**src/rtl/vc_fifo_onehot_if.sv**
```systemverilog
// rtl/vc_fifo_onehot_if.sv - write/read handshake and status bundle for the VC input buffer
interface vc_fifo_onehot_if #(
    parameter int DATA_WIDTH = 32,
    parameter int NUM_VC     = 2,
    parameter int DEPTH      = 4
) ();
    localparam int VC_W  = (NUM_VC > 1) ? $clog2(NUM_VC) : 1;
    localparam int CNT_W = $clog2(DEPTH + 1);

    logic                    wr_en;
    logic [VC_W-1:0]         wr_vc;
    logic [DATA_WIDTH-1:0]   data_in;
    logic                    rd_en;
    logic [VC_W-1:0]         rd_vc;
    logic [DATA_WIDTH-1:0]   data_out;
    logic [NUM_VC-1:0]       empty;
    logic [NUM_VC-1:0]       ready_out;
    logic [NUM_VC-1:0]       almost_full;
    logic [NUM_VC-1:0]       pkt_avail;
    logic [NUM_VC*CNT_W-1:0] occupancy;
    logic                    err_ovf;
    logic                    err_udf;
    logic                    err_vc;

    // Link receiver / allocator side
    modport master (
        output wr_en, wr_vc, data_in, rd_en, rd_vc,
        input  data_out, empty, ready_out, almost_full, pkt_avail, occupancy,
        input  err_ovf, err_udf, err_vc
    );

    // Buffer side
    modport slave (
        input  wr_en, wr_vc, data_in, rd_en, rd_vc,
        output data_out, empty, ready_out, almost_full, pkt_avail, occupancy,
        output err_ovf, err_udf, err_vc
    );
endinterface

```
**src/rtl/vc_fifo_onehot.sv**
```systemverilog
// rtl/vc_fifo_onehot.sv - multi-VC router input buffer with one-hot rotating pointers
`ifndef DATA_WIDTH
`define DATA_WIDTH 32
`endif
`ifndef HEADER
`define HEADER 3'b001
`endif
`ifndef PAYLOAD
`define PAYLOAD 3'b010
`endif
`ifndef TAIL
`define TAIL 3'b011
`endif

module vc_fifo_onehot #(
    parameter int DATA_WIDTH  = `DATA_WIDTH,
    parameter int DEPTH       = 4,
    parameter int NUM_VC      = 2,
    parameter int AFULL_LEVEL = DEPTH - 1
) (
    input  logic              clk,
    input  logic              rst_n,
    vc_fifo_onehot_if.slave   bus
);
    localparam int VC_W  = (NUM_VC > 1) ? $clog2(NUM_VC) : 1;
    localparam int CNT_W = $clog2(DEPTH + 1);
    localparam logic [DEPTH-1:0] PTR_RST = DEPTH'(1);

    logic [DATA_WIDTH-1:0] mem_q [NUM_VC][DEPTH];
    logic [DEPTH-1:0]      wr_ptr_q [NUM_VC];
    logic [DEPTH-1:0]      wr_ptr_d [NUM_VC];
    logic [DEPTH-1:0]      rd_ptr_q [NUM_VC];
    logic [DEPTH-1:0]      rd_ptr_d [NUM_VC];
    logic [CNT_W-1:0]      occ_q    [NUM_VC];
    logic [CNT_W-1:0]      occ_d    [NUM_VC];
    logic [CNT_W-1:0]      tail_q   [NUM_VC];
    logic [CNT_W-1:0]      tail_d   [NUM_VC];
    logic [DATA_WIDTH-1:0] head     [NUM_VC];
    logic                  err_ovf_q, err_ovf_d;
    logic                  err_udf_q, err_udf_d;
    logic                  err_vc_q,  err_vc_d;

    logic [NUM_VC-1:0] wr_sel, rd_sel, wr_hit, rd_hit, wr_acc, rd_acc;
    logic [NUM_VC-1:0] full_v, empty_v;
    logic              wr_is_tail;

    // Per-VC decode, head mux, accept logic and next-state counters/pointers
    always_comb begin
        wr_sel     = '0;
        rd_sel     = '0;
        full_v     = '0;
        empty_v    = '0;
        head       = '{default: '0};
        wr_ptr_d   = wr_ptr_q;
        rd_ptr_d   = rd_ptr_q;
        occ_d      = occ_q;
        tail_d     = tail_q;
        wr_is_tail = (bus.data_in[DATA_WIDTH-1 -: 3] == `TAIL);
        for (int v = 0; v < NUM_VC; v++) begin
            // An out-of-range VC index matches no channel, so it is never accepted
            wr_sel[v]  = (bus.wr_vc == VC_W'(v));
            rd_sel[v]  = (bus.rd_vc == VC_W'(v));
            full_v[v]  = (occ_q[v] == CNT_W'(DEPTH));
            empty_v[v] = (occ_q[v] == '0);
            for (int e = 0; e < DEPTH; e++) begin
                head[v] = head[v] | (mem_q[v][e] & {DATA_WIDTH{rd_ptr_q[v][e]}});
            end
        end
        wr_hit = wr_sel & {NUM_VC{bus.wr_en}};
        rd_hit = rd_sel & {NUM_VC{bus.rd_en}};
        // Status is taken from registered counts only: no bypass, no fall-through
        wr_acc = wr_hit & ~full_v;
        rd_acc = rd_hit & ~empty_v;
        for (int v = 0; v < NUM_VC; v++) begin
            if (wr_acc[v]) wr_ptr_d[v] = {wr_ptr_q[v][DEPTH-2:0], wr_ptr_q[v][DEPTH-1]};
            if (rd_acc[v]) rd_ptr_d[v] = {rd_ptr_q[v][DEPTH-2:0], rd_ptr_q[v][DEPTH-1]};
            occ_d[v]  = occ_q[v] + CNT_W'(wr_acc[v]) - CNT_W'(rd_acc[v]);
            tail_d[v] = tail_q[v] + CNT_W'(wr_acc[v] & wr_is_tail)
                                  - CNT_W'(rd_acc[v] & (head[v][DATA_WIDTH-1 -: 3] == `TAIL));
        end
        err_ovf_d = err_ovf_q | (|(wr_hit & full_v));
        err_udf_d = err_udf_q | (|(rd_hit & empty_v));
        err_vc_d  = err_vc_q | (bus.wr_en & ~(|wr_sel)) | (bus.rd_en & ~(|rd_sel));
    end

    // Control state: pointers, counters and sticky errors, cleared asynchronously
    always_ff @(posedge clk or negedge rst_n) begin
        if (!rst_n) begin
            for (int v = 0; v < NUM_VC; v++) begin
                wr_ptr_q[v] <= PTR_RST;
                rd_ptr_q[v] <= PTR_RST;
                occ_q[v]    <= '0;
                tail_q[v]   <= '0;
            end
            err_ovf_q <= 1'b0;
            err_udf_q <= 1'b0;
            err_vc_q  <= 1'b0;
        end else begin
            wr_ptr_q  <= wr_ptr_d;
            rd_ptr_q  <= rd_ptr_d;
            occ_q     <= occ_d;
            tail_q    <= tail_d;
            err_ovf_q <= err_ovf_d;
            err_udf_q <= err_udf_d;
            err_vc_q  <= err_vc_d;
        end
    end

    // Flit storage is not reset; the one-hot write pointer selects the entry
    always_ff @(posedge clk) begin
        for (int v = 0; v < NUM_VC; v++) begin
            for (int e = 0; e < DEPTH; e++) begin
                if (wr_acc[v] && wr_ptr_q[v][e]) mem_q[v][e] <= bus.data_in;
            end
        end
    end

    // Status outputs and show-ahead data, gated to zero for an empty or invalid rd_vc
    always_comb begin
        bus.data_out    = '0;
        bus.occupancy   = '0;
        bus.almost_full = '0;
        bus.pkt_avail   = '0;
        for (int v = 0; v < NUM_VC; v++) begin
            if (rd_sel[v] && !empty_v[v]) bus.data_out = bus.data_out | head[v];
            bus.occupancy[v*CNT_W +: CNT_W] = occ_q[v];
            bus.almost_full[v] = (occ_q[v] >= CNT_W'(AFULL_LEVEL));
            bus.pkt_avail[v]   = (tail_q[v] != '0);
        end
        bus.empty     = empty_v;
        bus.ready_out = ~full_v;
        bus.err_ovf   = err_ovf_q;
        bus.err_udf   = err_udf_q;
        bus.err_vc    = err_vc_q;
    end
endmodule

```
**src/flat_wrapper.sv**
```systemverilog
// flat-port wrapper written by rule: the top's interface ports become plain ports
module vc_fifo_onehot_flat 
#(
    parameter int DATA_WIDTH  = `DATA_WIDTH,
    parameter int DEPTH       = 4,
    parameter int NUM_VC      = 2,
    parameter int AFULL_LEVEL = DEPTH - 1
)
  (clk, rst_n, bus_wr_en, bus_wr_vc, bus_data_in, bus_rd_en, bus_rd_vc, bus_data_out, bus_empty, bus_ready_out, bus_almost_full, bus_pkt_avail, bus_occupancy, bus_err_ovf, bus_err_udf, bus_err_vc);
  vc_fifo_onehot_if #(.DATA_WIDTH(DATA_WIDTH), .NUM_VC(NUM_VC), .DEPTH(DEPTH)) bus_i ();
  input  logic clk;
  input  logic rst_n;
  input wire logic [$bits(bus_i.wr_en)-1:0] bus_wr_en;
  input wire logic [$bits(bus_i.wr_vc)-1:0] bus_wr_vc;
  input wire logic [$bits(bus_i.data_in)-1:0] bus_data_in;
  input wire logic [$bits(bus_i.rd_en)-1:0] bus_rd_en;
  input wire logic [$bits(bus_i.rd_vc)-1:0] bus_rd_vc;
  output wire logic [$bits(bus_i.data_out)-1:0] bus_data_out;
  output wire logic [$bits(bus_i.empty)-1:0] bus_empty;
  output wire logic [$bits(bus_i.ready_out)-1:0] bus_ready_out;
  output wire logic [$bits(bus_i.almost_full)-1:0] bus_almost_full;
  output wire logic [$bits(bus_i.pkt_avail)-1:0] bus_pkt_avail;
  output wire logic [$bits(bus_i.occupancy)-1:0] bus_occupancy;
  output wire logic [$bits(bus_i.err_ovf)-1:0] bus_err_ovf;
  output wire logic [$bits(bus_i.err_udf)-1:0] bus_err_udf;
  output wire logic [$bits(bus_i.err_vc)-1:0] bus_err_vc;
  assign bus_i.wr_en = bus_wr_en;
  assign bus_i.wr_vc = bus_wr_vc;
  assign bus_i.data_in = bus_data_in;
  assign bus_i.rd_en = bus_rd_en;
  assign bus_i.rd_vc = bus_rd_vc;
  assign bus_data_out = bus_i.data_out;
  assign bus_empty = bus_i.empty;
  assign bus_ready_out = bus_i.ready_out;
  assign bus_almost_full = bus_i.almost_full;
  assign bus_pkt_avail = bus_i.pkt_avail;
  assign bus_occupancy = bus_i.occupancy;
  assign bus_err_ovf = bus_i.err_ovf;
  assign bus_err_udf = bus_i.err_udf;
  assign bus_err_vc = bus_i.err_vc;
  vc_fifo_onehot #(.DATA_WIDTH(DATA_WIDTH), .DEPTH(DEPTH), .NUM_VC(NUM_VC), .AFULL_LEVEL(AFULL_LEVEL)) u_core (.clk(clk), .rst_n(rst_n), .bus(bus_i));
endmodule
```
**config.mk**
```make
export PLATFORM = sky130hd
export DESIGN_NAME = vc_fifo_onehot_flat
export DESIGN_NICKNAME = d
export VERILOG_FILES = /design/src/rtl/vc_fifo_onehot_if.sv /design/src/rtl/vc_fifo_onehot.sv /design/src/flat_wrapper.sv
export SDC_FILE = /design/constraint.sdc
export NUM_CORES = 1
export LEC_CHECK = 0
export CAP_MARGIN = 30
export CORE_ASPECT_RATIO = 0.7
export CORE_UTILIZATION = 60
export CTS_CLUSTER_SIZE = 20
export DETAILED_ROUTE_END_ITERATION = 7
export PLACE_DENSITY = 0.86
export SKIP_CTS_REPAIR_TIMING = 1
export SYNTH_ARGS = -nofsm -noshare
export SYNTH_HDL_FRONTEND = slang
export SYNTH_SLANG_ARGS = --single-unit
export TNS_END_PERCENT = 30
```
**constraint.sdc**
```tcl
create_clock -name clk -period 7.6 [get_ports clk]
set_clock_uncertainty 0.1 [all_clocks]
set_input_delay 1.52 -clock clk [delete_from_list [all_inputs] [get_ports clk]]
set_output_delay 1.52 -clock clk [all_outputs]
set_load 0.02 [all_outputs]
```
==> run summary, run 1 <==
===============================================================================
Number of nets produced by synthesis .............................          632
Via count ........................................................         6019
Worst setup path startpoint ......................................    bus_rd_vc
Final worst-path cycle share .....................................        0.703
Pin count of the biggest net entering global routing .............           35
Critical path destination ........................................ bus_data_out[24]
Peak Freq ........................................................      187 MHz
Setup TNS ........................................................         0 ns
Drt first pass iters .............................................            5
Cells after synthesis ............................................          580
Worst skew pair latency ..........................................      0.53 ns
Top-level port count .............................................           87
FILL cells .......................................................         1003
Commonest non-fill, non-tap cell in the layout ................... sky130_fd_sc_hd__edfxtp_1
Final weighted congestion of routability-driven global placement .        0.780
Largest family of logic cells by synthesized area ................ compound AO/OA/AOI/OAI gates
Final max-slew violation count ...................................            0
Synthesis-to-finish area growth ..................................        18.4%
Run status ....................................................... complete, no violations
Slew headroom ....................................................        0.450
Number of nets with antenna violations after routing .............            0
Placeable core region ............................................    17300 µm²
Setup repair after global routing missed its margin ..............           no
Worst setup EP type ..............................................  output port
Fraction of final layout cells sized beyond drive strength 1 .....        0.127
Endpoint of the worst register-to-register path .................. u_core.tail_q[2]
DRT iter0 DRCs ...................................................          671
Clock tree from TritonCTS ........................................          yes
Commonest cells after routing, fill and taps aside ............... 256 x sky130_fd_sc_hd__edfxtp_1, 85 x sky130_fd_sc_hd__clkdlybuf4s50_1, 63 x sky130_fd_sc_hd__a22o_1, 62 x sky130_fd_sc_hd__a221oi_1, 31 x sky130_fd_sc_hd__o22ai_1
Max Root-Sink Buffers ............................................            3
Crit path launch type ............................................ primary input
Post-synthesis sequential area ratio .............................        0.786
Initial core utilization .........................................        0.620
Root buf cell .................................................... sky130_fd_sc_hd__clkbuf_16
Reg2reg start .................................................... u_core.rd_ptr_q[0]
Antenna violations before repair .................................            0
Final Hold Slack .................................................     0.365 ns
Avg Cell Area, Syn ...............................................     18.5 µm²
Count of unresolved DRC violations after routing .................            0
Depth of the worst register-to-register path .....................           10
Quantity of I/O buffers inserted on ports ........................           85
Net Switching ....................................................   0.000812 W
Post-Syn Area ....................................................    10700 µm²
Via/cell ratio ...................................................         6.56
Max-cap check violation count ....................................            0
Max IR drop VDD ..................................................     0.182 mV
Largest driver fanout on the critical path .......................           31
Worst path arrival time ..........................................      3.72 ns
# setup viols final ..............................................            0
Period minus WS final ............................................      5.34 ns
Register-to-Register Setup Slack .................................      4.32 ns
Number of global-route vias before repair ........................         6288
Hold WC Path Type ................................................      reg2reg
Final hold violation count .......................................            0
Clock Sink Count .................................................          286
Leakage power of the design ......................................      4.22 nW
Sw Share .........................................................        0.231
All-Layer GR Usage ...............................................        0.262
Routed wirelength normalized by instance count ...................      25.5 µm
Sequential power share ...........................................        0.510
Portion of netlist area occupied by mux cells ....................       0.0215
Overall die height ...............................................       114 µm
Post-Synth Simple-Gate Area ......................................       0.0189
Drt total wl .....................................................     23400 µm
Horizontal die dimension .........................................       162 µm
Xor and xnor area share after synthesis ..........................      0.00489
Total global routing overflow ....................................            0
Internal power of the cells ......................................    0.00271 W
H-tree level count ...............................................            1
Hold wc startpoint ............................................... u_core.bus.err_udf
Part of the power in the clock network ...........................        0.385
Final layout net count ...........................................          718
Clock transition at the registers of the reported paths ..........      0.07 ns
Unique masters post-synth ........................................           38
TritonCTS buffer count ...........................................           26
YS warnings ......................................................            0
CP required ......................................................      5.98 ns
Pwr Density ......................................................   277 nW/µm²
Synthesized flop and latch total .................................          286
Die area .........................................................    18500 µm²
Comb pwr share ...................................................        0.105
Area share of fa/ha/maj cells after synthesis ....................       0.0191
Estimated wirelength of the detail-placed design .................     12500 µm
Transition time at the pin with the least slew margin ............     0.825 ns
Critical path class ..............................................       in2out
Area fraction in compound gates after synthesis ..................        0.126
Site Rows ........................................................           40
First-pass GRT wire length .......................................     35600 µm
Number of inserted diodes ........................................            0
===============================================================================
==> cell usage after synthesis (all sizes together) <==
cell type  count  share of area
a21o           2         0.0014
a221oi        62          0.051
a22o          63          0.051
a22oi          4         0.0028
and2           8         0.0047
and3           1         0.0010
and3b          1        0.00082
and4b          2         0.0019
buf            7         0.0047
clkbuf        35          0.012
conb           1        0.00035
dfrtp         26          0.061
dfstp          4         0.0098
edfxtp       256           0.72
fa             4         0.0075
ha            10          0.012
inv           19         0.0066
mux2          17          0.021
mux2i          1        0.00093
nand2          5         0.0017
nand2b         1        0.00058
nor2           1        0.00035
nor3           2         0.0014
nor3b          1         0.0012
nor4           1        0.00058
nor4b          1        0.00082
o21ai          2        0.00093
o22ai         31          0.018
o31a           1        0.00082
or2            1        0.00058
or3            2         0.0012
or3b           2         0.0021
xnor2          3         0.0024
xor2           3         0.0024
==> how the worst min path moves through the flow <==
stage,cells past startpoint,endpoint,slack [ns]
2_1_floorplan,1,u_core.tail_q[2],0.34
3_3_place_gp,1,u_core.bus.err_ovf,0.34
3_5_place_dp,1,u_core.bus.err_ovf,0.35
4_1_cts,1,u_core.bus.err_udf,0.37
5_1_grt,1,u_core.bus.err_udf,0.38
6_report,1,u_core.bus.err_udf,0.37
==> power by group through the flow <==
stage          Clock, W  Combinational, W  Sequential, W
3_3_place_gp          0          0.000345        0.00182
5_1_grt         0.00143          0.000405        0.00180
3_5_place_dp          0          0.000373        0.00183
4_1_cts         0.00137          0.000375        0.00179
6_report        0.00136          0.000371        0.00180
2_1_floorplan         0          0.000182        0.00185
==> layer usage <==
layer / track usage / wire length (µm) / part of all wire
met4: 0.0943 / 540 / 0.023
met3: 0.0455 / 1880 / 0.080
met5: 0 / 0 / 0
met2: 0.437 / 11400 / 0.49
met1: 0.354 / 9500 / 0.41
==> final cells by class <==
class | count | area [µm²] | share of cell area
sequential | 286 | 8440 | 0.664
multi-input combinational | 233 | 2050 | 0.161
timing repair buffer | 100 | 963 | 0.0758
clock buffer | 30 | 687 | 0.0540
tap | 231 | 289 | 0.0227
clock inverter | 18 | 213 | 0.0167
inverter | 19 | 71.3 | 0.00561
==> flip-flops by register name, indices dropped and copies added, names as in the netlist <==
register,count
u_core.bus.err_ovf,1
u_core.bus.err_udf,1
u_core.bus.occupancy,6
u_core.mem_q,256
u_core.rd_ptr_q,8
u_core.tail_q,6
u_core.wr_ptr_q,8
==> logic make-up after synthesis <==
kind of cell,count (synthesis)
flops,286
xor+xnor,6
simple gates,29
other cells,1
fa+ha+maj,14
compound gates,165
mux,18
buf+inv,61
==> per-stage QoR <==
| stage | cell area (µm²) | setup slack, ns | cells | util | power (W) |
|---|---|---|---|---|---|
| final | 12700 | 2.26 | 917 | 0.734 | 0.00352 |
| after global routing | 12700 | 2.14 | 917 | 0.734 | 0.00363 |
| after CTS | 12700 | 2.26 | 917 | 0.734 | 0.00354 |
| after detailed placement | 11800 | 2.27 | 869 | 0.682 | 0.00220 |
| after global placement | 11800 | 2.44 | 869 | 0.682 | 0.00217 |
| after floorplan | 10700 | 3.56 | 580 | - | 0.00203 |
==> worst max-delay path, cell delays in order <==
cell	delay [ns]
sky130_fd_sc_hd__clkdlybuf4s50_1	0.62
sky130_fd_sc_hd__nand2b_2	0.51
sky130_fd_sc_hd__o22ai_1	0.40
sky130_fd_sc_hd__clkdlybuf4s50_1	0.66
No activity file was read; power rests on OpenSTA's default activity.
==> run 2, diff against run 1 <==
Settings changed: CORE_UTILIZATION 60 to 57, PLACE_DENSITY 0.86 to 0.82.
Clock period 7.6 ns to 5.04 ns, I/O delays scaled along.
==> run 2 against run 1 <==
  * The flow now finishes with violations (DRC)
  * Critical path depth rose by 1
  * Final cell count rose by 0.65%
  * Die area rose by 5.2%
  * Via count fell by 0.65%
  * Final area fell by 0.24%
  * Utilization fell by 3.8 points
  * Combinational power rose by 50%
  * Sequential share of layout area rose by 0.16 points
  * Sequential power rose by 51%
  * First-iteration DRC count fell by 14%
  * Critical path type unchanged
  * Highest routed layer is now met5
==> run summary, run 2 (same netlist as run 1, synthesis figures left out) <==
===============================================================================
Net Switching ....................................................    0.00118 W   +45%
Count of unresolved DRC violations after routing .................            4   +4
Internal power of the cells ......................................    0.00405 W   +49%
Antenna violations before repair .................................            1   +1
Overall die height ...............................................       117 µm   +2.5%
DRT iter0 DRCs ...................................................          578   -14%
Violations in the final reports ..................................          DRC
Number of global-route vias before repair ........................         6180   -1.7%
Final layout net count ...........................................          719   +0.14%
FILL cells .......................................................         1084   +8.1%
Delay of the slowest cell on the worst path ......................      0.65 ns   about the same
Horizontal die dimension .........................................       166 µm   +2.6%
Peak Freq ........................................................      231 MHz
Max IR drop VDD ..................................................     0.331 mV   +81%
Storage element area .............................................     8440 µm²   unchanged
Fraction of final layout cells sized beyond drive strength 1 .....        0.116   -0.0104
Worst path arrival time ..........................................      3.23 ns   -0.49 ns
Top-level port count .............................................           87   unchanged
Pin count of the biggest net entering global routing .............           35   unchanged
H-tree level count ...............................................            1   unchanged
Comb pwr share ...................................................        0.107   +0.002
Min-Delay Endpoint ............................................... u_core.bus.err_udf
Number of flip-flops under the largest register name .............          256   unchanged
Final Worst Setup Slack ..........................................     0.706 ns   -1.55 ns
Period minus WS final ............................................      4.33 ns
Largest driver fanout on the critical path .......................           24   -23%
Worst skew pair latency ..........................................      0.53 ns   about the same
Commonest cells after routing, fill and taps aside ............... 256 x sky130_fd_sc_hd__edfxtp_1, 85 x sky130_fd_sc_hd__clkdlybuf4s50_1, 63 x sky130_fd_sc_hd__a22o_1, 62 x sky130_fd_sc_hd__a221oi_1, 31 x sky130_fd_sc_hd__o22ai_1
Setup slack after placement ......................................     0.756 ns   -1.51 ns
Site Rows ........................................................           41   +2.5%
Transition time at the pin with the least slew margin ............     0.841 ns   +0.0161 ns
Quantity of I/O buffers inserted on ports ........................           85   unchanged
Most common cell type on the critical path ....................... sky130_fd_sc_hd__clkdlybuf4s50_1
Finished layout cell area ........................................    12700 µm²   -0.24%
Largest registers ................................................ u_core.mem_q: 256 flops, u_core.rd_ptr_q: 8 flops, u_core.wr_ptr_q: 8 flops
Final Hold Slack .................................................     0.365 ns   -0.000107 ns
Hold WC Path Type ................................................      reg2reg
Final hold violation count .......................................            0   unchanged
# setup viols final ..............................................            0   unchanged
CP required ......................................................      3.93 ns   -2.05 ns
Setup repair after global routing missed its margin ..............           no
First-pass GRT wire length .......................................     35300 µm   -0.83%
Root buf cell .................................................... sky130_fd_sc_hd__clkbuf_16
Number of nets with antenna violations after routing .............            0   unchanged
Final weighted congestion of routability-driven global placement .        0.781   +0.19%
Slew headroom ....................................................        0.439   -0.0107
Final max-slew violation count ...................................            0   unchanged
Number of cells on the worst hold path ...........................            1   unchanged
Drt total wl .....................................................     23400 µm   about the same
Initial core utilization .........................................        0.590   -0.0305
Reg2reg start .................................................... u_core.rd_ptr_q[0]
Top reg by flops ................................................. u_core.mem_q
Setup TNS ........................................................         0 ns   unchanged
Via/cell ratio ...................................................         6.48   -1.3%
Number of inserted diodes ........................................            0   unchanged
All-Layer GR Usage ...............................................        0.245   -0.0176
Via count ........................................................         5980   -0.65%
Drt first pass iters .............................................            7   +2
Critical-path cell list .......................................... clkdlybuf4s50_1 > nand2b_1 > buf_4 > o22ai_1 > clkdlybuf4s50_1
Leakage power of the design ......................................      4.22 nW   -0.15%
Sequential power share ...........................................        0.517   +0.007
Max-cap check violation count ....................................            0   unchanged
Hold wc startpoint ............................................... u_core.bus.err_udf
Final worst-path cycle share .....................................        0.860
Total global routing overflow ....................................            0   unchanged
Pwr Density ......................................................   412 nW/µm²   +49%
Synthesis-to-finish area growth ..................................        18.1%
Die area .........................................................    19400 µm²   +5.2%
Routed wirelength normalized by instance count ...................      25.3 µm   -0.57%
Clock transition at the registers of the reported paths ..........      0.06 ns   about the same
Worst setup EP type ..............................................  output port
Commonest non-fill, non-tap cell in the layout ................... sky130_fd_sc_hd__edfxtp_1
Crit path launch type ............................................ primary input
Estimated wirelength of the detail-placed design .................     12800 µm   +2.2%
Clock Sink Count .................................................          286   unchanged
Clock tree from TritonCTS ........................................          yes
Area used by multi-input combinational logic .....................     2050 µm²   -0.12%
Register-to-Register Setup Slack .................................      1.66 ns   -2.66 ns
Depth of the worst register-to-register path .....................           10   unchanged
Placeable core region ............................................    18200 µm²   +5.2%
Sw Share .........................................................        0.225   -0.00510
Part of the power in the clock network ...........................        0.376   -0.009
Area post-placement ..............................................    11800 µm²   about the same
TritonCTS buffer count ...........................................           26   unchanged
Run status ....................................................... finished with violations
Endpoint of the worst register-to-register path .................. u_core.tail_q[2]
Critical path class ..............................................       in2out
Max Root-Sink Buffers ............................................            3   unchanged
Critical path's slowest cell ..................................... sky130_fd_sc_hd__clkdlybuf4s50_1
===============================================================================
==> run 2: worst max path at each step <==
stage | slack, ns | cells after the start | to | from
2_1_floorplan | 2.03 | 4 | bus_data_out[10] | bus_rd_vc
3_3_place_gp | 0.82 | 5 | bus_data_out[24] | bus_rd_vc
3_5_place_dp | 0.76 | 5 | bus_data_out[6] | bus_rd_vc
4_1_cts | 0.74 | 5 | bus_data_out[18] | bus_rd_vc
5_1_grt | 0.63 | 5 | bus_data_out[14] | bus_rd_vc
6_report | 0.71 | 5 | bus_data_out[18] | bus_rd_vc
==> run 2: layer usage <==
metal | part of all wire | routed length (µm) | track usage
met3 | 0.092 | 2140 | 0.0494
met4 | 0.017 | 403 | 0.0723
met2 | 0.49 | 11500 | 0.418
met1 | 0.40 | 9360 | 0.326
met5 | 0.00043 | 10 | 0
==> run 2: cell type report <==
type                            count  share of cell area
Sequential cell                   286               0.665
Multi-Input combinational cell    233               0.161
Timing Repair Buffer              101              0.0765
Clock buffer                       33              0.0534
Tap cell                          236              0.0233
Clock inverter                     15              0.0143
Inverter                           19             0.00562
==> run 2: power groups by stage <==
stage | logic [W] | registers [W] | clock network (W)
finish | 0.000558 | 0.00271 | 0.00197
global route | 0.000604 | 0.00272 | 0.00209
CTS | 0.000561 | 0.00270 | 0.00200
detailed placement | 0.000560 | 0.00275 | 0
global placement | 0.000525 | 0.00275 | 0
floorplan | 0.000275 | 0.00278 | 0
==> run 2: critical path: cells and delay by family <==
kind / cells / cell delay [ns]
AND/OR/NAND/NOR: 1 / 0.33
AO/OA/AOI/OAI: 1 / 0.24
buffers and inverters: 3 / 1.63
==> run 2: metrics by stage <==
| step | power (W) | util | std cells |
|---|---|---|---|
| floorplan | 0.00306 | - | 580 |
| global placement | 0.00327 | 0.650 | 875 |
| detailed placement | 0.00331 | 0.650 | 875 |
| CTS | 0.00527 | 0.697 | 923 |
| global route | 0.00541 | 0.697 | 923 |
| finish | 0.00523 | 0.697 | 923 |
